### src/rtl/speed_change_pkg.sv
// Shared types for the clock-control path: speed-change request codes and pulser FSM states.
// No logic; the timer width helper is evaluated at elaboration.
// Backpressure: not applicable.
package speed_change_pkg;

    typedef enum logic [1:0] {
        NO_CHANGE = 2'b00,
        SPEED_UP  = 2'b01,
        SLOW_DOWN = 2'b10
    } speed_change_t;

    typedef enum logic [1:0] {
        IDLE  = 2'd0,
        PULSE = 2'd1,
        GAP   = 2'd2
    } pulser_state_t;

    // Bits needed to hold the larger of the two phase lengths.
    function automatic int timer_width(input int a, input int b);
        return $clog2(((a > b) ? a : b) + 1);
    endfunction

endpackage

### src/rtl/pulse_timer.sv
// Loadable down-counter with a zero flag, shared by the PULSE and GAP phases.
// Latency: a load takes effect next cycle; otherwise it counts down one per cycle and holds at zero.
// Backpressure: none; a load always wins over the decrement.
module pulse_timer #(
    parameter int WIDTH = 4
) (
    input  logic             clk_i,
    input  logic             rst_i,
    input  logic             load_vld_i,
    input  logic [WIDTH-1:0] load_dat_i,
    output logic             zero_o
);

    logic [WIDTH-1:0] cnt_q, cnt_d;

    always_comb begin
        cnt_d = cnt_q;
        if (load_vld_i) begin
            cnt_d = load_dat_i;
        end else if (cnt_q != '0) begin
            cnt_d = cnt_q - WIDTH'(1);
        end
    end

    always_ff @(posedge clk_i) begin
        if (rst_i) begin
            cnt_q <= '0;
        end else begin
            cnt_q <= cnt_d;
        end
    end

    assign zero_o = (cnt_q == '0);

endmodule

### src/rtl/speed_change_pulser.sv
// Turns accepted speed-change requests into fixed-width FINC/FDEC pulses followed by a mandatory gap.
// Latency: accept in cycle N -> pulse N+1..N+PULSE_CYCLES, ready again at N+PULSE_CYCLES+GAP_CYCLES+1.
// Backpressure: req_ready low during PULSE and GAP; SPEED_STEP_COUNT_EN adds the saturating step_count.
module speed_change_pulser
    import speed_change_pkg::*;
#(
    parameter int PULSE_CYCLES = 30,
    parameter int GAP_CYCLES   = 300,
    parameter int COUNT_WIDTH  = 16
) (
    input  logic                          clkInternal,
    input  logic                          rstInternal,
    input  logic                          req_valid,
    input  logic [1:0]                    req_speed,
    output logic                          req_ready,
    output logic                          FINC,
    output logic                          FDEC,
    output logic                          busy
`ifdef SPEED_STEP_COUNT_EN
    ,
    output logic signed [COUNT_WIDTH-1:0] step_count
`endif
);

    localparam int TW = timer_width(PULSE_CYCLES, GAP_CYCLES);
    localparam logic [TW-1:0] PULSE_LOAD = TW'(PULSE_CYCLES - 1);
    localparam logic [TW-1:0] GAP_LOAD   = TW'(GAP_CYCLES - 1);

    pulser_state_t state_q, state_d;
    logic          dir_up_q, dir_up_d;
    logic          finc_q, fdec_q, busy_q;
    logic          tmr_load;
    logic [TW-1:0] tmr_dat;
    logic          tmr_zero;
    logic          accept, is_up, is_dn;

    assign req_ready = (state_q == IDLE);
    assign accept    = req_valid && req_ready;
    assign is_up     = (req_speed == SPEED_UP);
    assign is_dn     = (req_speed == SLOW_DOWN);

    pulse_timer #(.WIDTH(TW)) u_timer (
        .clk_i      (clkInternal),
        .rst_i      (rstInternal),
        .load_vld_i (tmr_load),
        .load_dat_i (tmr_dat),
        .zero_o     (tmr_zero)
    );

    always_comb begin
        state_d  = state_q;
        dir_up_d = dir_up_q;
        tmr_load = 1'b0;
        tmr_dat  = '0;
        case (state_q)
            IDLE: begin
                // Codes 00 and 11 are consumed here without producing a pulse.
                if (accept && (is_up || is_dn)) begin
                    tmr_load = 1'b1;
                    tmr_dat  = PULSE_LOAD;
                    dir_up_d = is_up;
                    state_d  = PULSE;
                end
            end
            PULSE: begin
                if (tmr_zero) begin
                    tmr_load = 1'b1;
                    tmr_dat  = GAP_LOAD;
                    state_d  = GAP;
                end
            end
            GAP: begin
                if (tmr_zero) begin
                    state_d = IDLE;
                end
            end
            default: state_d = IDLE;
        endcase
    end

    // Pin outputs are decoded from the next state so they leave a flop aligned with the state.
    always_ff @(posedge clkInternal) begin
        if (rstInternal) begin
            state_q  <= IDLE;
            dir_up_q <= 1'b0;
            finc_q   <= 1'b0;
            fdec_q   <= 1'b0;
            busy_q   <= 1'b0;
        end else begin
            state_q  <= state_d;
            dir_up_q <= dir_up_d;
            finc_q   <= (state_d == PULSE) && dir_up_d;
            fdec_q   <= (state_d == PULSE) && !dir_up_d;
            busy_q   <= (state_d != IDLE);
        end
    end

    assign FINC = finc_q;
    assign FDEC = fdec_q;
    assign busy = busy_q;

`ifdef SPEED_STEP_COUNT_EN
    localparam logic signed [COUNT_WIDTH-1:0] CNT_MAX = {1'b0, {(COUNT_WIDTH-1){1'b1}}};
    localparam logic signed [COUNT_WIDTH-1:0] CNT_MIN = {1'b1, {(COUNT_WIDTH-1){1'b0}}};

    logic signed [COUNT_WIDTH-1:0] cnt_q, cnt_d;

    always_comb begin
        cnt_d = cnt_q;
        if (accept && is_up && (cnt_q != CNT_MAX)) begin
            cnt_d = cnt_q + COUNT_WIDTH'(1);
        end else if (accept && is_dn && (cnt_q != CNT_MIN)) begin
            cnt_d = cnt_q - COUNT_WIDTH'(1);
        end
    end

    always_ff @(posedge clkInternal) begin
        if (rstInternal) begin
            cnt_q <= '0;
        end else begin
            cnt_q <= cnt_d;
        end
    end

    assign step_count = cnt_q;
`else
    // Counter width only matters when the step counter is built in.
    logic cfg_unused;
    assign cfg_unused = (COUNT_WIDTH > 0);
`endif

endmodule
### config.mk
export PLATFORM = sky130hd
export DESIGN_NAME = speed_change_pulser
export DESIGN_NICKNAME = d
export VERILOG_FILES = /design/src/rtl/speed_change_pkg.sv /design/src/rtl/pulse_timer.sv /design/src/rtl/speed_change_pulser.sv
export SDC_FILE = /design/constraint.sdc
export NUM_CORES = 1
export LEC_CHECK = 0
export BUFFER_PORTS_ARGS = -buffer_cell sky130_fd_sc_hd__buf_4
export CORE_MARGIN = 2
export CORE_UTILIZATION = 28
export CTS_CLUSTER_SIZE = 8
export DETAILED_ROUTE_END_ITERATION = 7
export GPL_ROUTABILITY_DRIVEN = 0
export PLACE_DENSITY = 0.53
export SYNTH_ARGS = -nofsm -noshare
export SYNTH_HDL_FRONTEND = slang
export SYNTH_SLANG_ARGS = --single-unit
### constraint.sdc
create_clock -name clkInternal -period 4.5 [get_ports clkInternal]
set_input_delay 0.675 -clock clkInternal [delete_from_list [all_inputs] [get_ports clkInternal]]
set_output_delay 0.675 -clock clkInternal [all_outputs]
set_load 0.05 [all_outputs]
==> results of run 1 <==
[cell type report]
class                   instances  share of cell area
clock buffers                   4             0.03052
multi-input cells              63              0.4898
repair buffers                  8             0.06977
flip-flops and latches         15              0.3488
inverters                       4             0.01744
well taps                      30             0.04360
[per-layer routing]
metal	up-vias	track usage
met5	-	0
met4	0	0.03833
met3	3	0.03721
met2	16	0.1735
met1	278	0.1427
li1	319	-
[cells in the final DEF (no fill, tap or decap), drive strengths merged]
cell,instances
o32a,1
nand2b,2
a21oi,9
a311oi,1
mux2i,3
nand4,1
or4b,1
or3,2
and2,1
inv,4
nor3,3
clkbuf,4
nand3b,3
or2b,1
dfxtp,15
a31oi,3
nor4b,2
ha,2
xnor2,1
nor2,9
and3,1
nand3,4
buf,8
nand2,8
o21ai,1
and2b,1
o211ai,1
nor2b,2
[tightest hold or removal path, stage by stage, from the launching register on]
cell and delay (ns):
dfxtp_1 0.32, nand2_1 0.06, a21oi_1 0.06
[final timing paths]
kind	startpoint	endpoint	depth (start not counted)
hold / removal	dir_up_q	dir_up_q	2
setup reg to reg	u_timer.cnt_q[0]	u_timer.cnt_q[5]	6
setup / recovery	req_speed[0]	FINC	6
hold reg to reg	dir_up_q	dir_up_q	2
[metrics by stage]
stage / utilization / cell area [µm²] / power, mW / instances
floorplan: - / 745.7 / 0.4501 / 84
global placement: 0.3338 / 834.6 / 0.5112 / 120
detailed placement: 0.3338 / 834.6 / 0.5129 / 120
CTS: 0.3443 / 860.8 / 0.5932 / 124
global route: 0.3443 / 860.8 / 0.6461 / 124
finish: 0.3443 / 860.8 / 0.5891 / 124
[logic make-up after synthesis]
family,count (synthesis),synth area share
buf+inv,6,0.03186
flops,15,0.4027
simple gates,41,0.3440
fa+ha+maj,2,0.03355
mux,3,0.04027
xor+xnor,1,0.01175
compound gates,16,0.1359
[power breakdown]
| part | internal (mW) | switching (mW) |
|---|---|---|
| clock network | 0.0345 | 0.0436 |
| registers | 0.170 | 0.0382 |
| logic | 0.134 | 0.168 |
| total | 0.339 | 0.250 |
[state kept, by name, indices dropped and copies added, names as in the netlist]
signal / flops
FINC: 1
busy: 1
state_q: 2
dir_up_q: 1
FDEC: 1
u_timer.cnt_q: 9
==> flow_summary.yaml, run 1 <==
status:
  outcome: "complete, no violations"
detailed_routing:
  wl_um: 1481
  via_per_inst: 4.968
  drc: 0
  routed-wl-met2_um: 693
  ant_nets: 0
  dr.max_layer_used: "met4"
  drt-met1-wl_um: 694
  wl_per_cell_um: 11.94
  drt-initial-drc-count: 19
  num_vias: 616
  firstDrtPassIters: 4
  dr_wl_met3_um: 82
sta:
  rsz0062_at_grt: "false"
  hold_violations: 0
  drv_slew: 0
  fmax_mhz: 546.8
  whs_ns: 0.4807
  slew_headroom: 0.6084
  clock_skew_ns: 0.0005334
  setup_ws_ns: 2.671
  period_needed_ns: 1.829
  fin_crit_sh: 0.4064
  setup_violations: 0
  tns_ns: 0
  tightest_slew_ns: 0.5858
yosys:
  syn_inst: 84
  avgSynthCellArea_um2: 8.878
  synth_top_area_cell: "dfxtp_1"
  synth_warnings: 0
  syn_area_um2: 745.7
  synth-seq-area-share: 0.4027
  synth_area_leaders: "dfxtp_1 (40%), a21oi_1 (6.0%), mux2i_1 (4.0%), nand2_1 (4.0%), nor2_1 (4.0%)"
  netlist-cell-type-count: 31
  synth.top_cell.area_share: 0.4027
  synthArstFlopShare: 0
  synth_enable_flop_cells: 0
  ys_ff_latch: 15
  syn_nets: 91
  synth_most_common_cell: "dfxtp_1"
  synthTopCellsByCount: "dfxtp_1 (15), a21oi_1 (9), nand2_1 (8), nor2_1 (8)"
  synth_top_flop_cell: "dfxtp_1"
floorplanning:
  io_pins: 9
  rows: 18
  die_area_mm2: 0.003092
  dieWidth_um: 55.61
  fp.coreArea_mm2: 0.002500
  die_y_um: 55.61
  initial_core_util: 0.2983
clocking:
  root_buffer: "clkbuf_4"
  path_clk_slew_ns: 0.09
  cts-root-to-sink-buffers: 2
  cts_setup_buffers: 0
  insertion_delay_ns: 0.28
  cts_buffers: 3
  htree_levels: 1
  numClockSinks: 15
  cts_hold_buf: 0
  cts_tree: "done"
  cts-resized-gates: 0
layout:
  multiInputGateArea_um2: 421.7
  layout-drive-gt1-share: 0.1915
  finalNetCount: 102
  synthToLayoutAreaGrowth_pct: 15.44
  antennaDiodeCount: 0
  ff_latch_area_um2: 300.3
  n_fill_cell: 264
flow_run:
  drv_cap: 0
placement:
  portBuffers: 8
  place_hpwl_um: 1093
  pre_cts_ws_ns: 2.360
pwr:
  p_leak_nw: 0.3450
  power_density_mw_per_mm2: 684.3
  irDropWorstVdd_mv: 0.3468
critical_path:
  worstPathCellList: "buf_4 > ha_1 > or4b_1 > nand2_1 > or3_1 > a21oi_1"
  cp_data_arrival_time_ns: 2.01
  cp_max_fo: 8
  cpPeakStageDelay_ns: 0.62
  cp-end-kind: "register"
  r2r_setup_slack_ns: 2.75
  cp_top_family: "simple AND/OR/NAND/NOR gates"
  required_ns: 4.68
  cp_slowest_cell: "or4b_1"
  path_buf_inv: 1
  critical_path_class: "input pin to register"
  crit_path_start_kind: "input pin"
global_routing:
  antenna_found_initial: 0
  grt_overflow: 0
  grt_pass1_wl_um: 2718
  grt_max_degree: 16
  grt_pass1_vias: 600
  grt_use_total: 0.1109
min_path:
  hold_path.class: "register to register"
Power figures use the tool's default switching activity.
==> run 2, diff against run 1 <==
- PLACE_DENSITY: 0.53 -> 0.55
- clock period: 4.5 -> 1.5 ns (I/O delays scaled with it)
==> run 2 against run 1 <==
  * The run now ends with setup timing left
  * Clock power grew to 2.9 times the previous value
  * First-iteration DRC count is 95% lower
  * Sequential share of layout area is 5.1 points lower
  * Combinational power grew to 4.3 times the previous value
  * Wire length is 11% higher
  * Non-clock buffer count is 16 higher
  * Global-route usage is 0.39 points higher
  * Sequential power grew to 3.0 times the previous value
  * Clock skew is 0.0024 ns higher
  * Count of clock-buffer cells in the layout stayed put
  * Via count is 12% higher
  * Critical endpoint is now u_timer.cnt_q[5]
  * Largest cell class unchanged
  * Highest routed layer unchanged
==> flow_summary.yaml, run 2 (synthesis gave the netlist of run 1 again) <==
floorplanning:
  io_pins: 9
  die_y_um: 55.61
  die_area_mm2: 0.003092
  initial_core_util: 0.2983
  dieWidth_um: 55.61
  fp.coreArea_mm2: 0.002500
  rows: 18
critical_path:
  cp-end-kind: "register"
  required_ns: 1.70
  cp_max_fo: 4
  cpPeakStageDelay_ns: 0.34
  rr_worst_depth: 6
  cp_slowest_cell: "dfxtp_2"
  r2r_end: "u_timer.cnt_q[5]"
  cp_top_family: "simple AND/OR/NAND/NOR gates"
  worstPathCellList: "inv_2 > ha_4 > nor4b_4 > and3_4 > or3_1 > a311oi_2"
  path_buf_inv: 1
  r2r_start: "u_timer.cnt_q[0]"
  path_depth: 6
  cp_data_arrival_time_ns: 1.72
  crit_end: "u_timer.cnt_q[5]"
  r2r_setup_slack_ns: -0.02
  crit_path_start_kind: "register"
  critical_path_class: "register to register"
  critical_path.startpoint: "u_timer.cnt_q[0]"
global_routing:
  met3_usage: 0.02326
  antenna_found_initial: 0
  grt_overflow: 0
  grt_max_degree: 16
  grt_use_total: 0.1149
  grt-busiest-layer: "met2"
  grt_pass1_vias: 688
  grt_pass1_wl_um: 2877
  grt_util_met1: 0.1425
  grt_use_met2: 0.1905
detailed_routing:
  drt-initial-drc-count: 1
  wl_per_cell_um: 11.74
  via_per_inst: 4.907
  drc: 0
  num_vias: 687
  wl_um: 1643
  ant_nets: 0
  firstDrtPassIters: 2
layout:
  antennaDiodeCount: 0
  regMostFlops: "u_timer.cnt_q"
  finalNetCount: 118
  largest_reg_flops: 9
  layout_commonest_cell: "buf_4"
  layout-drive-gt1-share: 0.3909
  final_cell_mix: "buf_4 (24), dfxtp_1 (13), nor2_1 (8), a21oi_1 (7), nand2_1 (7)"
  top_regs: "u_timer.cnt_q: 9 flops, state_q: 2 flops"
  fin_area_mm2: 0.001016
  synthToLayoutAreaGrowth_pct: 36.24
sta:
  hold_violations: 0
  tightest_slew_ns: 0.4158
  clock_skew_ns: 0.002931
  slew_headroom: 0.7221
  setup_ws_ns: -0.01926
  period_needed_ns: 1.519
  setup_violations: 2
  drv_slew: 0
  whs_ns: 0.2294
  rsz0062_at_grt: "true"
  fmax_mhz: 658.2
  fin_crit_sh: 1.013
pwr:
  power_density_mw_per_mm2: 2124
  irDropWorstVdd_mv: 0.9255
  power_mw: 2.158
  p_leak_nw: 0.4391
clocking:
  htree_levels: 1
  insertion_delay_ns: 0.28
  cts-root-to-sink-buffers: 2
  cts_tree: "done"
  path_clk_slew_ns: 0.09
  root_buffer: "clkbuf_4"
  cts_hold_buf: 0
  cts_buffers: 3
  numClockSinks: 15
status:
  outcome: "finished, violations left"
  violations: "setup timing"
placement:
  portBuffers: 8
  place_hpwl_um: 1203
  placed_cell_area_um2: 912.1
  pre_cts_ws_ns: -0.1551
min_path:
  hold_path.class: "input pin to register"
flow_run:
  drv_cap: 0
==> run 2: changes by cell type in the layout (fill, tap and decap cells not counted), moves of 2 or more <==
| cell | before | now |
|---|---|---|
| buf_4 | 8 | 24 |
| a21oi_1 | 9 | 7 |
| a21oi_2 | 0 | 2 |
| dfxtp_1 | 15 | 13 |
| dfxtp_2 | 0 | 2 |
| inv_1 | 4 | 2 |
| inv_2 | 0 | 2 |
==> run 2: worst min-delay path by stage <==
stage | start | endpoint | slack (ns) | cells past startpoint
4_1_cts | rstInternal | u_timer.cnt_q[0] | 0.22 | 2
3_5_place_dp | dir_up_q | dir_up_q | 0.47 | 2
2_1_floorplan | rstInternal | u_timer.cnt_q[5] | 0.29 | 1
5_1_grt | rstInternal | u_timer.cnt_q[5] | 0.23 | 2
3_3_place_gp | dir_up_q | dir_up_q | 0.46 | 2
6_report | rstInternal | u_timer.cnt_q[5] | 0.23 | 2
==> run 2: layout make-up <==
type,count,area [µm²]
fill,246,1484
multi-input combinational,63,454.2
sequential,15,302.8
timing repair buffer,24,180.2
tap,30,37.54
clock buffer,4,26.28
inverter,4,15.01
==> run 2: per-layer routing <==
metal / share of wire / wire length (µm) / up-vias
met1: 0.47 / 775 / 322
met4: 0.015 / 24 / 0
li1: - / - / 352
met5: 0 / 0 / -
met3: 0.027 / 44 / 3
met2: 0.49 / 798 / 10
==> run 2: metrics by stage <==
step                       TNS (ns)    util  std cells
after floorplan                   0       -         84
after global placement       -1.002  0.3649        130
after detailed placement     -1.140  0.3649        130
after CTS                 -0.009491  0.3894        136
after global routing        -0.6395  0.4064        140
final                      -0.02370  0.4064        140
==> run 2: power by group <==
part	internal, mW	leakage [nW]	switching (mW)	total [mW]
logic	0.685	0.300	0.624	1.31
clock network	0.103	0.0150	0.123	0.226
registers	0.516	0.124	0.106	0.622
==> run 2: what timing repair did <==
action | CTS | global route
pin swaps | 4 | 9
setup buffers | 2 | 4
setup endpoints to repair | 2 | 8
resized for setup | 6 | 3
